**config.mk**
```make
export PLATFORM = sky130hd
export DESIGN_NAME = spi_responder
export DESIGN_NICKNAME = d
export VERILOG_FILES = /design/src/rtl/spi_resp_pkg.sv /design/src/rtl/spi_sync_edge.sv /design/src/rtl/spi_responder.sv
export SDC_FILE = /design/constraint.sdc
export NUM_CORES = 1
export LEC_CHECK = 0
export ABC_AREA = 1
export ABC_CLOCK_PERIOD_IN_PS = 15400
export CAP_MARGIN = 20
export CORE_MARGIN = 1.5
export CORE_UTILIZATION = 31
export CTS_CLUSTER_DIAMETER = 200
export DETAILED_ROUTE_END_ITERATION = 8
export SLEW_MARGIN = 20
export SYNTH_ARGS = -nofsm -noshare
export SYNTH_HDL_FRONTEND = slang
export SYNTH_SLANG_ARGS = --single-unit
```
**constraint.sdc**
```tcl
create_clock -name clk_i -period 15.4 [get_ports clk_i]
set_input_delay 2.31 -clock clk_i [delete_from_list [all_inputs] [get_ports clk_i]]
set_output_delay 2.31 -clock clk_i [all_outputs]
set_load 0.03 [all_outputs]
```
**src/rtl/spi_resp_pkg.sv**
```systemverilog
// Shared types and constants for the SPI responder.
`timescale 1ns/1ps
package spi_resp_pkg;
  localparam int NREGS        = 16;
  localparam int AW           = 4;
  localparam int CMD_RD_BIT   = 7;
  localparam int CMD_ADDR_LSB = 0;
  localparam int CMD_ADDR_MSB = 3;

  typedef enum logic [2:0] {
    ST_IDLE,
    ST_CMD,
    ST_WDATA,
    ST_RDATA,
    ST_SKIP
  } state_t;
endpackage

```
**src/rtl/spi_sync_edge.sv**
```systemverilog
// Two-flop synchronizer for an asynchronous pin plus one delay flop for
// edge detection. Pulses are one CLK wide and appear two CLK after the pin
// edge, so the action they trigger lands on the third CLK.
`timescale 1ns/1ps
module spi_sync_edge #(
  parameter logic RST_VAL = 1'b0
) (
  input  logic clk_i,
  input  logic rst_i,
  input  logic d_i,
  output logic level_o,
  output logic rise_o,
  output logic fall_o
);
  logic s1_q, s2_q, s3_q;

  // synchronizer chain and edge-detect delay flop
  always_ff @(posedge clk_i or posedge rst_i) begin
    if (rst_i) begin
      s1_q <= RST_VAL;
      s2_q <= RST_VAL;
      s3_q <= RST_VAL;
    end else begin
      s1_q <= d_i;
      s2_q <= s1_q;
      s3_q <= s2_q;
    end
  end

  assign level_o = s2_q;
  assign rise_o  = s2_q & ~s3_q;
  assign fall_o  = ~s2_q & s3_q;
endmodule

```
**src/rtl/spi_responder.sv**
```systemverilog
// SPI target (CPHA=0, CPOL selectable) with a 16 x 8 register file.
// Command byte: bit 7 = read, bits 3:0 = address. Optional feature macro:
// SPI_RESP_AUTOINC_EN enables address auto-increment bursts; without it,
// only the first data byte of a frame is acted upon.
`timescale 1ns/1ps
module spi_responder
  import spi_resp_pkg::*;
#(
  parameter logic       CPOL   = 1'b0,
  parameter logic [7:0] IDBYTE = 8'h5A
) (
  input  logic          clk_i,
  input  logic          rst_i,
  input  logic          sck_i,
  input  logic          nss_i,
  input  logic          mosi_i,
  output logic          miso_o,
  output logic          miso_oe_o,
  input  logic [AW-1:0] laddr_i,
  input  logic          lwe_i,
  input  logic [7:0]    lwdata_i,
  output logic [7:0]    lrdata_o,
  output logic          wstb_o,
  output logic [AW-1:0] waddr_o
);
  logic sck_lvl, sck_rise, sck_fall;
  logic nss_lvl, nss_rise, nss_fall;
  logic mosi_lvl, mosi_rise, mosi_fall;
  logic unused_sync;

  spi_sync_edge #(.RST_VAL(CPOL)) u_sync_sck (
    .clk_i(clk_i), .rst_i(rst_i), .d_i(sck_i),
    .level_o(sck_lvl), .rise_o(sck_rise), .fall_o(sck_fall));

  // nSS resets low so a reset taken mid-frame cannot fake a frame start;
  // the frame is ignored until the master raises and lowers nSS again.
  spi_sync_edge #(.RST_VAL(1'b0)) u_sync_nss (
    .clk_i(clk_i), .rst_i(rst_i), .d_i(nss_i),
    .level_o(nss_lvl), .rise_o(nss_rise), .fall_o(nss_fall));

  spi_sync_edge #(.RST_VAL(1'b0)) u_sync_mosi (
    .clk_i(clk_i), .rst_i(rst_i), .d_i(mosi_i),
    .level_o(mosi_lvl), .rise_o(mosi_rise), .fall_o(mosi_fall));

  assign unused_sync = &{1'b0, sck_lvl, nss_lvl, mosi_rise, mosi_fall};

  logic lead, trail;
  assign lead  = CPOL ? sck_fall : sck_rise;
  assign trail = CPOL ? sck_rise : sck_fall;

  state_t          state_q, state_d;
  logic [2:0]      bitcnt_q, bitcnt_d;
  logic [7:0]      rx_q, rx_d, tx_q, tx_d, rx_byte;
  logic            miso_q, miso_d, oe_q, oe_d, wstb_q, wstb_d, spi_we;
  logic [AW-1:0]   addr_q, addr_d, waddr_q, waddr_d;
  logic [7:0]      regs_q [NREGS];
`ifdef SPI_RESP_AUTOINC_EN
  logic [AW-1:0]   addr_inc;
  assign addr_inc = addr_q + 1'b1;
`endif

  assign rx_byte = {rx_q[6:0], mosi_lvl};

  // state and datapath registers
  always_ff @(posedge clk_i or posedge rst_i) begin
    if (rst_i) begin
      state_q  <= ST_IDLE;
      bitcnt_q <= '0;
      rx_q     <= '0;
      tx_q     <= IDBYTE;
      miso_q   <= 1'b0;
      oe_q     <= 1'b0;
      addr_q   <= '0;
      wstb_q   <= 1'b0;
      waddr_q  <= '0;
    end else begin
      state_q  <= state_d;
      bitcnt_q <= bitcnt_d;
      rx_q     <= rx_d;
      tx_q     <= tx_d;
      miso_q   <= miso_d;
      oe_q     <= oe_d;
      addr_q   <= addr_d;
      wstb_q   <= wstb_d;
      waddr_q  <= waddr_d;
    end
  end

  // bit layer, command decode and frame boundaries; a frame end in the same
  // CLK as the completing lead edge still lets that byte's write commit
  always_comb begin
    state_d  = state_q;
    bitcnt_d = bitcnt_q;
    rx_d     = rx_q;
    tx_d     = tx_q;
    miso_d   = miso_q;
    oe_d     = oe_q;
    addr_d   = addr_q;
    waddr_d  = waddr_q;
    wstb_d   = 1'b0;
    spi_we   = 1'b0;
    if (state_q != ST_IDLE) begin
      if (lead) begin
        rx_d     = rx_byte;
        bitcnt_d = bitcnt_q + 3'd1;
        if (bitcnt_q == 3'd7) begin
          tx_d = 8'h00;
          case (state_q)
            ST_CMD: begin
              addr_d = rx_byte[CMD_ADDR_MSB:CMD_ADDR_LSB];
              if (rx_byte[CMD_RD_BIT]) begin
                state_d = ST_RDATA;
                tx_d    = regs_q[rx_byte[CMD_ADDR_MSB:CMD_ADDR_LSB]];
              end else begin
                state_d = ST_WDATA;
              end
            end
            ST_WDATA: begin
              spi_we  = 1'b1;
              wstb_d  = 1'b1;
              waddr_d = addr_q;
`ifdef SPI_RESP_AUTOINC_EN
              addr_d  = addr_inc;
`else
              state_d = ST_SKIP;
`endif
            end
            ST_RDATA: begin
`ifdef SPI_RESP_AUTOINC_EN
              addr_d  = addr_inc;
              tx_d    = regs_q[addr_inc];
`else
              state_d = ST_SKIP;
`endif
            end
            default: ;
          endcase
        end
      end
      // The first trail after a byte boundary presents bit 7 of the freshly
      // loaded byte; later trails shift.
      if (trail) begin
        if (bitcnt_q == 3'd0) begin
          miso_d = tx_q[7];
        end else begin
          miso_d = tx_q[6];
          tx_d   = {tx_q[6:0], 1'b0};
        end
      end
    end
    if (nss_fall) begin
      state_d  = ST_CMD;
      bitcnt_d = '0;
      tx_d     = IDBYTE;
      miso_d   = IDBYTE[7];
      oe_d     = 1'b1;
    end
    if (nss_rise) begin
      state_d  = ST_IDLE;
      bitcnt_d = '0;
      miso_d   = 1'b0;
      oe_d     = 1'b0;
    end
  end

  // register file; an SPI commit beats a local write to the same address
  always_ff @(posedge clk_i or posedge rst_i) begin
    if (rst_i) begin
      for (int i = 0; i < NREGS; i++) regs_q[i] <= 8'h00;
    end else begin
      for (int i = 0; i < NREGS; i++) begin
        if (spi_we && addr_q == AW'(i))
          regs_q[i] <= rx_byte;
        else if (lwe_i && laddr_i == AW'(i))
          regs_q[i] <= lwdata_i;
      end
    end
  end

  assign lrdata_o  = regs_q[laddr_i];
  assign miso_o    = miso_q;
  assign miso_oe_o = oe_q;
  assign wstb_o    = wstb_q;
  assign waddr_o   = waddr_q;
endmodule

```
* Word level (Yosys, flattened, before mapping)
Index checks and enable logic that the tools add are counted.
** Cells by class
- Bitwise gates (word level) :: 10
- $lt $le $gt $ge :: 2
- Add/subtract/negate cells :: 1
- Equal/unequal tests :: 34
- Multiplexer cells :: 68
- Reduce and logical (&&, ||, !) cells :: 66
** Operators by type and width (count)
- 8-bit two-way mux :: 44
- 8-bit binary-select mux with 4-bit select :: 2
- 4-bit == test, second input constant :: 16
- 2-bit nonzero test :: 18
- 4-bit by 3-bit == test with 1-bit output, second input constant :: 8
- 1-bit logical AND :: 32
- 3-bit two-way mux :: 9
- 4-bit by 2-bit == test with 1-bit output, second input constant :: 4
- 3-bit nonzero test :: 5
- 1-bit two-way mux :: 12
- 4-bit AND reduction :: 3
- 5-bit greater-or-equal comparator, second input constant :: 2
- 4-bit inverter with 5-bit output :: 2
- 4-bit by 1-bit == test with 1-bit output, second input constant :: 2
- 4-bit logical NOT :: 2
- 3-bit by 2-bit == test with 1-bit output, second input constant :: 2
- 3-bit one-hot mux with 2 select lines :: 1
- 2-bit AND reduction :: 3
- 1-bit bitwise AND :: 4
- 1-bit inverter :: 4
- 4-bit nonzero test :: 1
- 3-bit by 1-bit adder with 3-bit output, second input constant :: 1
- 3-bit by 1-bit == test with 1-bit output, second input constant :: 1
- 3-bit == test, second input constant :: 1
- 2 further kinds :: 2
** Storage, ports and cells
- Input port bits :: 18
- Flip-flop bits (word level) :: 168
- Output and inout bits :: 15

* Logic depth before layout (Yosys ltp)
Gate-level depths: netlist (run 1).
- Depth after elaboration :: 12
- Mapped depth :: 12
- Depth with buffers taken out :: 10

* By module
From an unflattened synthesis (run 1), not the netlist that was laid out.
** Second synthesis, totals
- Cells, all modules :: 1275
- Area total of the unflattened synthesis :: 10062.2 um^2
** By module, submodules not included
- spi_responder :: instances 1, area each 9780.6 um^2, cells each 1251
- spi_sync_edge :: instances 3, area each 93.8 um^2, cells each 8

* Least setup slack after synthesis (run 1)
No wires, ideal clock.
- Path type :: input-to-output
- Start :: in laddr_i[1]
- End :: out lrdata_o[0]
- Arrival time :: 3.432 ns
- Path buffers :: 2
- Slack :: 9.658 ns
- Stages :: 6
- Cell sequence :: nand2_1 -> buf_2 -> buf_1 -> o22ai_1 -> o21ai_0 -> nand4_1
** Between the ends
- Longest elaborated chain between the ends :: 4
** Ends and longest elaborated chain
- from (decl) :: line spi_responder.sv:19 : input logic [AW-1:0] laddr_i,
- 4-bit inverter with 5-bit output (not written as such) :: line spi_responder.sv:180 : assign lrdata_o = regs_q[laddr_i];
- 8-bit binary-select mux with 4-bit select :: line spi_responder.sv:180
- 8-bit two-way mux (not written as such) (2 in a row) :: line spi_responder.sv:180
- to (decl) :: line spi_responder.sv:22 : output logic [7:0] lrdata_o,
No other way between the ends. The select of a mux whose other input is x is not followed.

* Final worst setup path (run 1)
- Start :: in laddr_i[1]
- End :: out lrdata_o[7]
The elaborated chain is that of the path after synthesis.

==> results.tsv, run 1 <==
stage	metric	value	unit
outcome	outcome	finished clean	
critical_path	Crit path top cell by count	nand2_1	
critical_path	Worst R2R Setup Slack	12390	ps
synthesis	yosys warns	0	
synthesis	multiplexer share of the synthesized area	0	%
synthesis	Synth Area in Compound Gates	19.13	%
synthesis	Netlist cell types	33	
final_layout	fill count	3266	
routing	via count	9824	
synthesis	largest cells by area after synthesis	dfrtp_1 41%, nand3_1 13%, o221ai_1 10%	
critical_path	Worst Setup EP	lrdata_o[7]	
global_routing	GRT Total Usage	22.46	%
synthesis	synth cell count leaders	264 x nand3_1, 245 x nand2_1, 170 x inv_1	
routing	Via density	5.932	
synthesis	synthesized area	9973	um^2
critical_path	reg2reg end	tx_q[4]	
final_layout	n_diodes	0	
final_layout	share of layout cells above drive strength 1	6.539	%
sta	fmax	130.9	MHz
global_routing	grt total ovfl	0	
run	Max-Cap Viols	0	
clocking	# H-tree levels	4	
synthesis	flops & latches, synth	168	
sta	setup_tns	0	ps
clocking	CTS tree	yes	
global_routing	antenna violations before repair	0	
die	io pins	33	
synthesis	xor/xnor share of the synthesized area	0	%
sta	Tcrit/Tclk final	49.61	%
synthesis	simple-gate share of the synthesized area	26.53	%
synthesis	syn avg cell area	7.841	um^2
die	Initial Util	31.52	%
clocking	Post-CTS Setup Inserts	0	
critical_path	reg2reg path depth	12	
sta	Final setup violation count	0	
synthesis	Post-synth EDFFs	0	
sta	fin crit period	7641	ps
critical_path	startpoint class of the critical path	primary input	
synthesis	Cells after Synth	1272	
synthesis	largest family of logic cells by synthesized area	simple AND/OR/NAND/NOR gates	
die	Die W	182.4	um
clocking	Post-CTS Resized	0	
final_layout	Nets	1265	
global_routing	first-pass GRT wire length	56.17	mm
critical_path	crit-path max FO	30	
die	CORE AREA	31640	um^2
critical_path	Worst setup EP type	primary output	
synthesis	Yosys top cell by area	dfrtp_1	
synthesis	most frequent cell after synthesis	nand3_1	
pwr	Peak VDD IR	75.36	uV
sta	Max-slew headroom	20.25	%
synthesis	post-synthesis net count	1295	
synthesis	Adder-Cell Fraction of Synth Area	0.6273	%
critical_path	reg2reg start	u_sync_mosi.level_o	
final_layout	Final Util	34.88	%
clocking	Worst-path clk slew	70	ps
routing	1st-pass router iterations	6	
die	Site Rows	65	
pwr	Power Dens Cells	152.4	nW/um^2
final_layout	area delta synth->final	10.65	%
routing	DR iter-0 viols	1521	
global_routing	vias in the first global route	8855	
routing	antenna viol nets, final	0	
die	Die Span Y	182.4	um
global_routing	largest net degree at the start of global routing	71	
synthesis	post-synth top area share	41.15	%
critical_path	CP Launch Point	laddr_i[1]	
synthesis	Async SR Flop Fraction	100.0	%
die	die area	33260	um^2
clocking	Clock Tree Root	clkbuf_16	
critical_path	Worst Setup Path Type	in2out	
clocking	clock sinks	168	
sta	Tightest Pin Transition	1193	ps
min_path	hold path startpoint	u_sync_sck.s1_q	
critical_path	delay of the slowest critical-path stage	900	ps
sta	Hold Vio Cnt, Final	0	
clocking	CTS buffer count	17	
sta	clk_skew	15.90	ps
sta	RSZ-0062 raised after global routing	false	
clocking	Max Root-Sink Buffers	2	
synthesis	most common flop cell mapped by yosys	dfrtp_1	
clocking	clock insertion delay at the later pin of the skew report	450	ps
critical_path	Cell Chain, Critical Path	clkdlybuf4s50_1 -> nand2_1 -> inv_1 -> a22oi_1 -> o221ai_1 -> nand2_1 -> nand2_1 -> inv_1 -> nand2_1 -> clkdlybuf4s50_1	
routing	final wirelength	37.06	mm
routing	Remaining DRCs	0	
pwr	Leak	4.911	nW
min_path	Hold Crit Class	reg2reg	
critical_path	Max stage delay cell, worst path	nand2_1	
critical_path	Arrival @ worst endpoint	5330	ps
placed_design	Placer Congestion	0.9804	
placed_design	post-DP HPWL	25.18	mm
routing	wire per inst	22.38	um
sta	Slew Limit Fails	0	
placed_design	# port buffers	32	
clocking	CTS Hold Buffers Added	0	
synthesis	register area share after synthesis	42.20	%
critical_path	CP Data Required Time	13090	ps
==> how the worst min path moves through the flow <==
stage	end	cells past startpoint
6_report	u_sync_sck.level_o	0
5_1_grt	u_sync_sck.level_o	0
4_1_cts	u_sync_sck.level_o	0
3_5_place_dp	u_sync_mosi.level_o	0
3_3_place_gp	u_sync_nss.level_o	0
2_1_floorplan	u_sync_mosi.level_o	0
==> report_power, final <==
part	total [W]	switching [W]	internal (W)
Sequential	0.000620	0.0000697	0.000550
Combinational	0.000592	0.000418	0.000174
Clock	0.000470	0.000189	0.000281
Total	0.00168	0.000677	0.00100
==> layout make-up <==
cell class | count | area, um^2 | area share (%)
tap | 402 | 503.0 | 4.558
clock inverter | 10 | 167.7 | 1.519
sequential | 168 | 4210 | 38.15
inverter | 184 | 701.9 | 6.361
timing repair buffer | 40 | 375.4 | 3.401
multi-input combinational | 831 | 4617 | 41.84
clock buffer | 21 | 460.4 | 4.172
==> logic make-up (layout without fill, tap and decap cells) <==
kind of cell / count (synthesis) / after routing
AOI/OAI and AO/OA: 264 / 264
adders and majority gates: 5 / 5
buffers and inverters: 273 / 255
DFF: 168 / 168
and+or+nand+nor: 562 / 562
==> critical path, delay by kind of cell <==
family	cells	cell delay, ps
buffers and inverters	4	1420
AND/OR/NAND/NOR	4	1160
AO/OA/AOI/OAI	2	430
==> flip-flops by register name, summed over array words and instances (netlist names), 3 cells and up <==
| register | cells |
|---|---|
| addr_q | 4 |
| bitcnt_q | 3 |
| regs_q | 128 |
| rx_q | 7 |
| state_q | 3 |
| tx_q | 8 |
| waddr_o | 4 |
==> cells in the final DEF (no fill, tap or decap), types with 10 or more instances in the layout <==
cell type	n
inv_1	169
o21ai_0	56
nor2_1	18
nand3_1	264
dfrtp_1	163
o211ai_1	19
nand2_1	245
o22ai_1	43
clkbuf_16	17
a22oi_1	10
o221ai_1	118
a21oi_1	15
clkdlybuf4s50_1	31
==> stage by stage <==
stage               instances  hold slack, ps  area (um^2)  worst slack, ps  total power (W)
floorplan                1272           331.2         9973             8550        0.0009852
global placement         1625           334.5        10410             7922         0.001193
detailed placement       1625           336.5        10410             7786         0.001197
CTS                      1656           350.9        11040             7780         0.001667
global route             1656           351.5        11040             7614         0.001761
finish                   1656           346.1        11040             7759         0.001682
==> layer usage <==
| metal | share of wire (%) | GRT usage [%] |
|---|---|---|
| met5 | 0 | 0 |
| met4 | 5.4 | 11.54 |
| met3 | 9.2 | 3.672 |
| met2 | 44 | 33.92 |
| met1 | 41 | 30.97 |
No activity file was read; power rests on OpenSTA's default activity.
==> inputs of run 2 (changes only) <==
Settings changed: ABC_CLOCK_PERIOD_IN_PS 15400 to 6950.
Clock period 15.4 ns to 6.95 ns, I/O delays scaled along.
==> run 2 against run 1 <==
Count of clock-buffer cells in the layout down 1. Clock power rose by 100%. Final cell count is essentially flat. Power up 120%. Via count down 0.81%. Flip-flop and latch count unchanged. Hold slack worse by 2.5 ps. Die area unchanged.
==> results.tsv, run 2 (synthesis gave the netlist of run 1 again) <==
stage	metric	value	unit	change
pwr	Power Total	0.003630	W	was 0.001682 W
sta	Hold Vio Cnt, Final	0		unchanged
placed_design	# port buffers	32		unchanged
final_layout	n_diodes	0		unchanged
final_layout	Nets	1265		unchanged
sta	fmax	198.0	MHz	
global_routing	GRT Total Usage	22.22	%	was 22.46%
routing	DR iter-0 viols	1515		was 1521
pwr	Peak VDD IR	180.1	uV	was 75.36 uV
routing	wire per inst	22.20	um	was 22.38 um
run	Max-Cap Viols	0		unchanged
global_routing	antenna violations before repair	0		unchanged
sta	fin crit period	5051	ps	
critical_path	Worst setup EP type	primary output		unchanged
final_layout	finished layout cell area	10980	um^2	was 11040 um^2
pwr	Leak	4.893	nW	was 4.911 nW
final_layout	fill count	3243		was 3266
clocking	Clock Tree Root	clkbuf_16		unchanged
placed_design	dpl cell area	10410	um^2	unchanged
final_layout	biggest regs	regs_q x128, tx_q x8, rx_q x7		unchanged
placed_design	post-DP HPWL	25.01	mm	was 25.18 mm
routing	Via density	5.881		was 5.932
critical_path	Worst Setup Path Type	in2out		unchanged
sta	clk_skew	18.92	ps	was 15.90 ps
critical_path	reg2reg path depth	11		was 12
global_routing	met2 Usage GRT	33.78	%	was 33.92%
outcome	outcome	finished clean		unchanged
die	Die Span Y	182.4	um	unchanged
critical_path	reg2reg start	u_sync_mosi.level_o		unchanged
clocking	clock insertion delay at the later pin of the skew report	450	ps	about the same
clocking	CTS tree	yes		unchanged
global_routing	GRT Max-Usage Layer	met2		unchanged
clocking	Post-CTS Setup Inserts	0		unchanged
sta	Max-slew headroom	20.94	%	was 20.25%
critical_path	Arrival @ worst endpoint	4010	ps	was 5330 ps
final_layout	most common cell after layout, fill and taps aside	nand3_1		unchanged
global_routing	vias in the first global route	8829		was 8855
pwr	Power Dens Cells	330.5	nW/um^2	was 152.4 nW/um^2
global_routing	grt total ovfl	0		unchanged
global_routing	first-pass GRT wire length	55.59	mm	was 56.17 mm
sta	Final setup violation count	0		unchanged
sta	Tightest Pin Transition	1182	ps	was 1193 ps
critical_path	startpoint class of the critical path	primary input		unchanged
die	io pins	33		unchanged
critical_path	Worst R2R Setup Slack	3980	ps	was 12390 ps
placed_design	Placer Congestion	0.9780		was 0.9804
routing	via count	9744		was 9824
final_layout	commonest non-fill, non-tap cells in the layout	264 x nand3_1, 245 x nand2_1, 169 x inv_1		unchanged
critical_path	crit-path max FO	30		unchanged
critical_path	Worst Setup EP	lrdata_o[7]		unchanged
die	Die W	182.4	um	unchanged
clocking	Max Root-Sink Buffers	2		unchanged
clocking	Worst-path clk slew	70	ps	about the same
final_layout	Biggest register	regs_q		unchanged
min_path	Hold Crit Class	reg2reg		unchanged
clocking	Post-CTS Resized	0		unchanged
critical_path	reg2reg end	tx_q[2]		was tx_q[4]
die	Initial Util	31.52	%	unchanged
critical_path	CP Data Required Time	5910	ps	was 13090 ps
clocking	CTS buffer count	17		unchanged
routing	antenna viol nets, final	0		unchanged
routing	final wirelength	36.79	mm	was 37.06 mm
final_layout	area delta synth->final	10.11	%	was 10.65%
final_layout	max reg flops	128		unchanged
global_routing	routing usage on met1	29.98	%	was 30.97%
sta	setup_tns	0	ps	unchanged
sta	RSZ-0062 raised after global routing	false		unchanged
routing	Remaining DRCs	0		unchanged
global_routing	grt met3 use	4.011	%	was 3.672%
sta	Slew Limit Fails	0		unchanged
sta	Tcrit/Tclk final	72.67	%	
routing	1st-pass router iterations	6		unchanged
die	Site Rows	65		unchanged
clocking	clock sinks	168		unchanged
global_routing	largest net degree at the start of global routing	90		was 71
die	die area	33260	um^2	unchanged
clocking	# H-tree levels	4		unchanged
final_layout	share of layout cells above drive strength 1	6.693	%	was 6.539%
die	CORE AREA	31640	um^2	unchanged
clocking	CTS Hold Buffers Added	0		unchanged
critical_path	CP Launch Point	laddr_i[1]		unchanged
## run 2: changes by cell type in the layout (fill, tap and decap cells not counted)
cell	before	now
bufinv_16	4	1
clkbuf_1	2	1
clkinv_2	1	3
clkinv_4	0	3
clkinvlp_4	4	3
inv_8	0	1
## run 2: worst min path at each step
| stage | from | end | slack [ps] | depth (start not counted) |
|---|---|---|---|---|
| global route | u_sync_sck.s1_q | u_sync_sck.level_o | 350 | 0 |
| global placement | u_sync_nss.s1_q | u_sync_nss.level_o | 330 | 0 |
| floorplan | u_sync_mosi.s1_q | u_sync_mosi.level_o | 330 | 0 |
| finish | u_sync_sck.s1_q | u_sync_sck.level_o | 340 | 0 |
| detailed placement | u_sync_mosi.s1_q | u_sync_mosi.level_o | 340 | 0 |
| CTS | u_sync_sck.s1_q | u_sync_sck.level_o | 350 | 0 |
## run 2: cell type report
cell class / count / area [um^2] / share of cell area (%)
Clock inverter: 12 / 117.6 / 1.071
Clock buffer: 20 / 456.7 / 4.159
Sequential cell: 168 / 4210 / 38.34
Tap cell: 402 / 503.0 / 4.580
Multi-Input combinational cell: 831 / 4617 / 42.04
Inverter: 184 / 701.9 / 6.392
Timing Repair Buffer: 40 / 375.4 / 3.418
## run 2: stage by stage
step | instances | worst slack, ps | hold WS, ps | utilization, %
2_1_floorplan | 1272 | 1367 | 331.2 | -
3_3_place_gp | 1625 | 2010 | 334.5 | 32.91
3_5_place_dp | 1625 | 1897 | 335.7 | 32.91
4_1_cts | 1657 | 1897 | 349.4 | 34.73
5_1_grt | 1657 | 1698 | 350.1 | 34.71
6_report | 1657 | 1899 | 343.7 | 34.71
## run 2: metal layers
| metal | wire [um] | share of wire, % |
|---|---|---|
| met5 | 0 | 0 |
| met1 | 15240 | 41 |
| met3 | 3379 | 9.2 |
| met2 | 16180 | 44 |
| met4 | 1984 | 5.4 |
## run 2: where the power goes
part | total (W) | switching (W) | internal, W
clock network | 0.000949 | 0.000431 | 0.000517
logic | 0.00131 | 0.000922 | 0.000386
registers | 0.00137 | 0.000153 | 0.00122
## run 2: critical path, cell delays in order
cell	delay, ps
clkdlybuf4s50_1	520
nand2_1	880
inv_1	230
a22oi_1	230
o221ai_1	180
nand2_1	100
nand2_1	50
inv_1	50
nand2_1	100
clkdlybuf4s50_1	610
==> inputs of run 3 (changes only) <==
Settings changed: ABC_CLOCK_PERIOD_IN_PS 6950 to 4470.
Clock period 6.95 ns to 4.47 ns, I/O delays scaled along.
==> run 3 against run 2 <==
Final cell count rose by 0.18%. First-iteration DRC count fell by 21%. Largest cell class unchanged. Power rose by 56%. Utilization up 0.12 points.
==> results.tsv, run 3 (synthesis gave the netlist of run 1 again) <==
stage	metric	value	unit	change
clocking	CTS buffer count	17		unchanged
clocking	# H-tree levels	4		unchanged
routing	final wirelength	37.56	mm	was 36.79 mm
final_layout	multi-input logic area	4617	um^2	unchanged
global_routing	first-pass GRT wire length	57.41	mm	was 55.59 mm
die	Site Rows	65		unchanged
critical_path	delay of the slowest critical-path stage	730	ps	was 880 ps
sta	Final setup violation count	0		unchanged
die	CORE AREA	31640	um^2	unchanged
min_path	Worst Hold Depth	0		unchanged
final_layout	fill count	3222		was 3243
global_routing	grt total ovfl	0		unchanged
critical_path	Worst R2R Setup Slack	1950	ps	was 3980 ps
routing	via count	9876		was 9744
final_layout	n_diodes	0		unchanged
placed_design	Placer Congestion	0.9914		was 0.9780
critical_path	CP Data Required Time	3800	ps	was 5910 ps
pwr	Power Dens Cells	513.3	nW/um^2	was 330.5 nW/um^2
min_path	WHS Endpoint	u_sync_sck.level_o		unchanged
clocking	Post-CTS Resized	0		unchanged
sta	Tcrit/Tclk final	93.65	%	
global_routing	GRT Total Usage	23.06	%	was 22.22%
sta	RSZ-0062 raised after global routing	false		unchanged
pwr	Clk pwr share	25.9	%	was 26.1%
sta	clk_skew	12.35	ps	was 18.92 ps
critical_path	reg2reg path depth	10		was 11
routing	wire per inst	22.63	um	was 22.20 um
pwr	Combinational Power Share	36.4	%	was 36.0%
critical_path	reg2reg start	u_sync_mosi.level_o		unchanged
critical_path	Worst setup EP type	primary output		unchanged
routing	Remaining DRCs	0		unchanged
pwr	switching power	0.002351	W	was 0.001507 W
pwr	Int Pwr	0.003306	W	was 0.002122 W
sta	setup_tns	0	ps	unchanged
run	Max-Cap Viols	0		unchanged
final_layout	max reg flops	128		unchanged
critical_path	Cell Chain, Critical Path	clkdlybuf4s50_1 -> inv_1 -> nor2_4 -> inv_1 -> o22ai_1 -> o21ai_0 -> nand4_1 -> clkdlybuf4s50_1		was clkdlybuf4s50_1 -> nand2_1 -> inv_1 -> a22oi_1 -> o221ai_1 -> nand2_1 -> nand2_1 -> inv_1 -> nand2_1 -> clkdlybuf4s50_1
die	Initial Util	31.52	%	unchanged
die	Die Span Y	182.4	um	unchanged
critical_path	Worst Setup Path Type	in2out		unchanged
min_path	Hold Crit Class	reg2reg		unchanged
sta	Hold Vio Cnt, Final	0		unchanged
clocking	Post-CTS Setup Inserts	0		unchanged
clocking	CTS Hold Buffers Added	0		unchanged
global_routing	antenna violations before repair	0		unchanged
pwr	Leak	4.908	nW	was 4.893 nW
die	io pins	33		unchanged
critical_path	Arrival @ worst endpoint	3520	ps	was 4010 ps
critical_path	reg2reg end	tx_q[0]		was tx_q[2]
clocking	Clock Tree Root	clkbuf_16		unchanged
final_layout	commonest non-fill, non-tap cells in the layout	264 x nand3_1, 245 x nand2_1, 169 x inv_1		unchanged
final_layout	area delta synth->final	10.50	%	was 10.11%
clocking	clock sinks	168		unchanged
final_layout	Biggest register	regs_q		unchanged
clocking	Worst-path clk slew	70	ps	about the same
die	Die W	182.4	um	unchanged
critical_path	Max stage delay cell, worst path	inv_1		was nand2_1
critical_path	delay-heaviest family, CP	buffers and inverters		unchanged
sta	Slew Limit Fails	0		unchanged
routing	Via density	5.949		was 5.881
critical_path	crit-path max FO	29		was 30
die	die area	33260	um^2	unchanged
pwr	Seq pwr share	37.6	%	was 37.8%
sta	fmax	238.9	MHz	
routing	1st-pass router iterations	7		was 6
critical_path	startpoint class of the critical path	primary input		unchanged
sta	Tightest Pin Transition	1151	ps	was 1182 ps
clocking	CTS tree	yes		unchanged
sta	Final Hold Slack	339.6	ps	was 343.7 ps
final_layout	share of layout cells above drive strength 1	6.836	%	was 6.693%
sta	fin crit period	4186	ps	
pwr	Peak VDD IR	291.0	uV	was 180.1 uV
final_layout	Nets	1268		was 1265
routing	DR iter-0 viols	1204		was 1515
critical_path	Worst Path Buf+Inv	4		unchanged
global_routing	largest net degree at the start of global routing	156		was 90
placed_design	post-DP HPWL	25.87	mm	was 25.01 mm
clocking	clock insertion delay at the later pin of the skew report	450	ps	about the same
final_layout	Reg area	4210	um^2	unchanged
placed_design	# port buffers	32		unchanged
min_path	hold path startpoint	u_sync_sck.s1_q		unchanged
routing	antenna viol nets, final	0		unchanged
pwr	Net Sw Frac	41.55	%	was 41.53%
final_layout	biggest regs	regs_q x128, tx_q x8, rx_q x7		unchanged
clocking	Max Root-Sink Buffers	2		unchanged
sta	Max-slew headroom	23.01	%	was 20.94%
outcome	outcome	finished clean		unchanged
global_routing	vias in the first global route	9030		was 8829
final_layout	most common cell after layout, fill and taps aside	nand3_1		unchanged
run 3: cell types whose count changed in the layout (fill, tap and decap cells not counted), sizes merged:
cell / before / now
clkinv: 11 / 10
clkinvlp: 3 / 4
buf: 9 / 12
run 3: how the worst max path moves through the flow:
stage | startpoint | slack [ps] | cells past startpoint | to
after floorplan | rst_i | 1660 | 1 | addr_q[0]
after global placement | laddr_i[1] | 450 | 8 | lrdata_o[4]
after detailed placement | laddr_i[1] | 400 | 8 | lrdata_o[1]
after CTS | laddr_i[1] | 390 | 8 | lrdata_o[1]
after global routing | laddr_i[1] | 220 | 8 | lrdata_o[1]
final | laddr_i[1] | 280 | 8 | lrdata_o[1]
run 3: worst reg2reg max path: cells and delay by family, from the launching register on:
| kind | cells | cell delay, ps |
|---|---|---|
| buf+inv | 2 | 1180 |
| flops | 1 | 410 |
| simple gates | 8 | 860 |
run 3: cell type report:
cell class	count	share of cell area [%]
Timing Repair Buffer	43	3.837
Tap cell	402	4.564
Inverter	184	6.358
Sequential cell	168	38.20
Clock buffer	20	4.053
Multi-Input combinational cell	831	41.89
Clock inverter	12	1.090
run 3: per-layer routing:
layer,global-route usage [%],share of wire [%],routed length (um)
met5,0,0,0
met4,13.22,5.7,2139
met3,4.390,9.2,3466
met2,33.82,43,16090
met1,31.70,42,15870
run 3: metrics by stage:
| step | setup slack [ps] | power, W | utilization (%) | area, um^2 | std cells |
|---|---|---|---|---|---|
| floorplan | 1662 | 0.003395 | - | 9977 | 1272 |
| global placement | 453.3 | 0.004154 | 33.06 | 10460 | 1628 |
| detailed placement | 399.6 | 0.004162 | 33.06 | 10460 | 1628 |
| CTS | 385.6 | 0.005625 | 34.85 | 11030 | 1660 |
| global route | 217.2 | 0.005948 | 34.83 | 11020 | 1660 |
| finish | 284.0 | 0.005657 | 34.83 | 11020 | 1660 |
run 3: power by group through the flow:
| stage | Clock (W) | Sequential (W) | Combinational [W] |
|---|---|---|---|
| global placement | 0 | 0.00215 | 0.00201 |
| floorplan | 0 | 0.00206 | 0.00133 |
| detailed placement | 0 | 0.00214 | 0.00202 |
| global route | 0.00155 | 0.00217 | 0.00223 |
| CTS | 0.00149 | 0.00212 | 0.00202 |
| finish | 0.00147 | 0.00213 | 0.00206 |
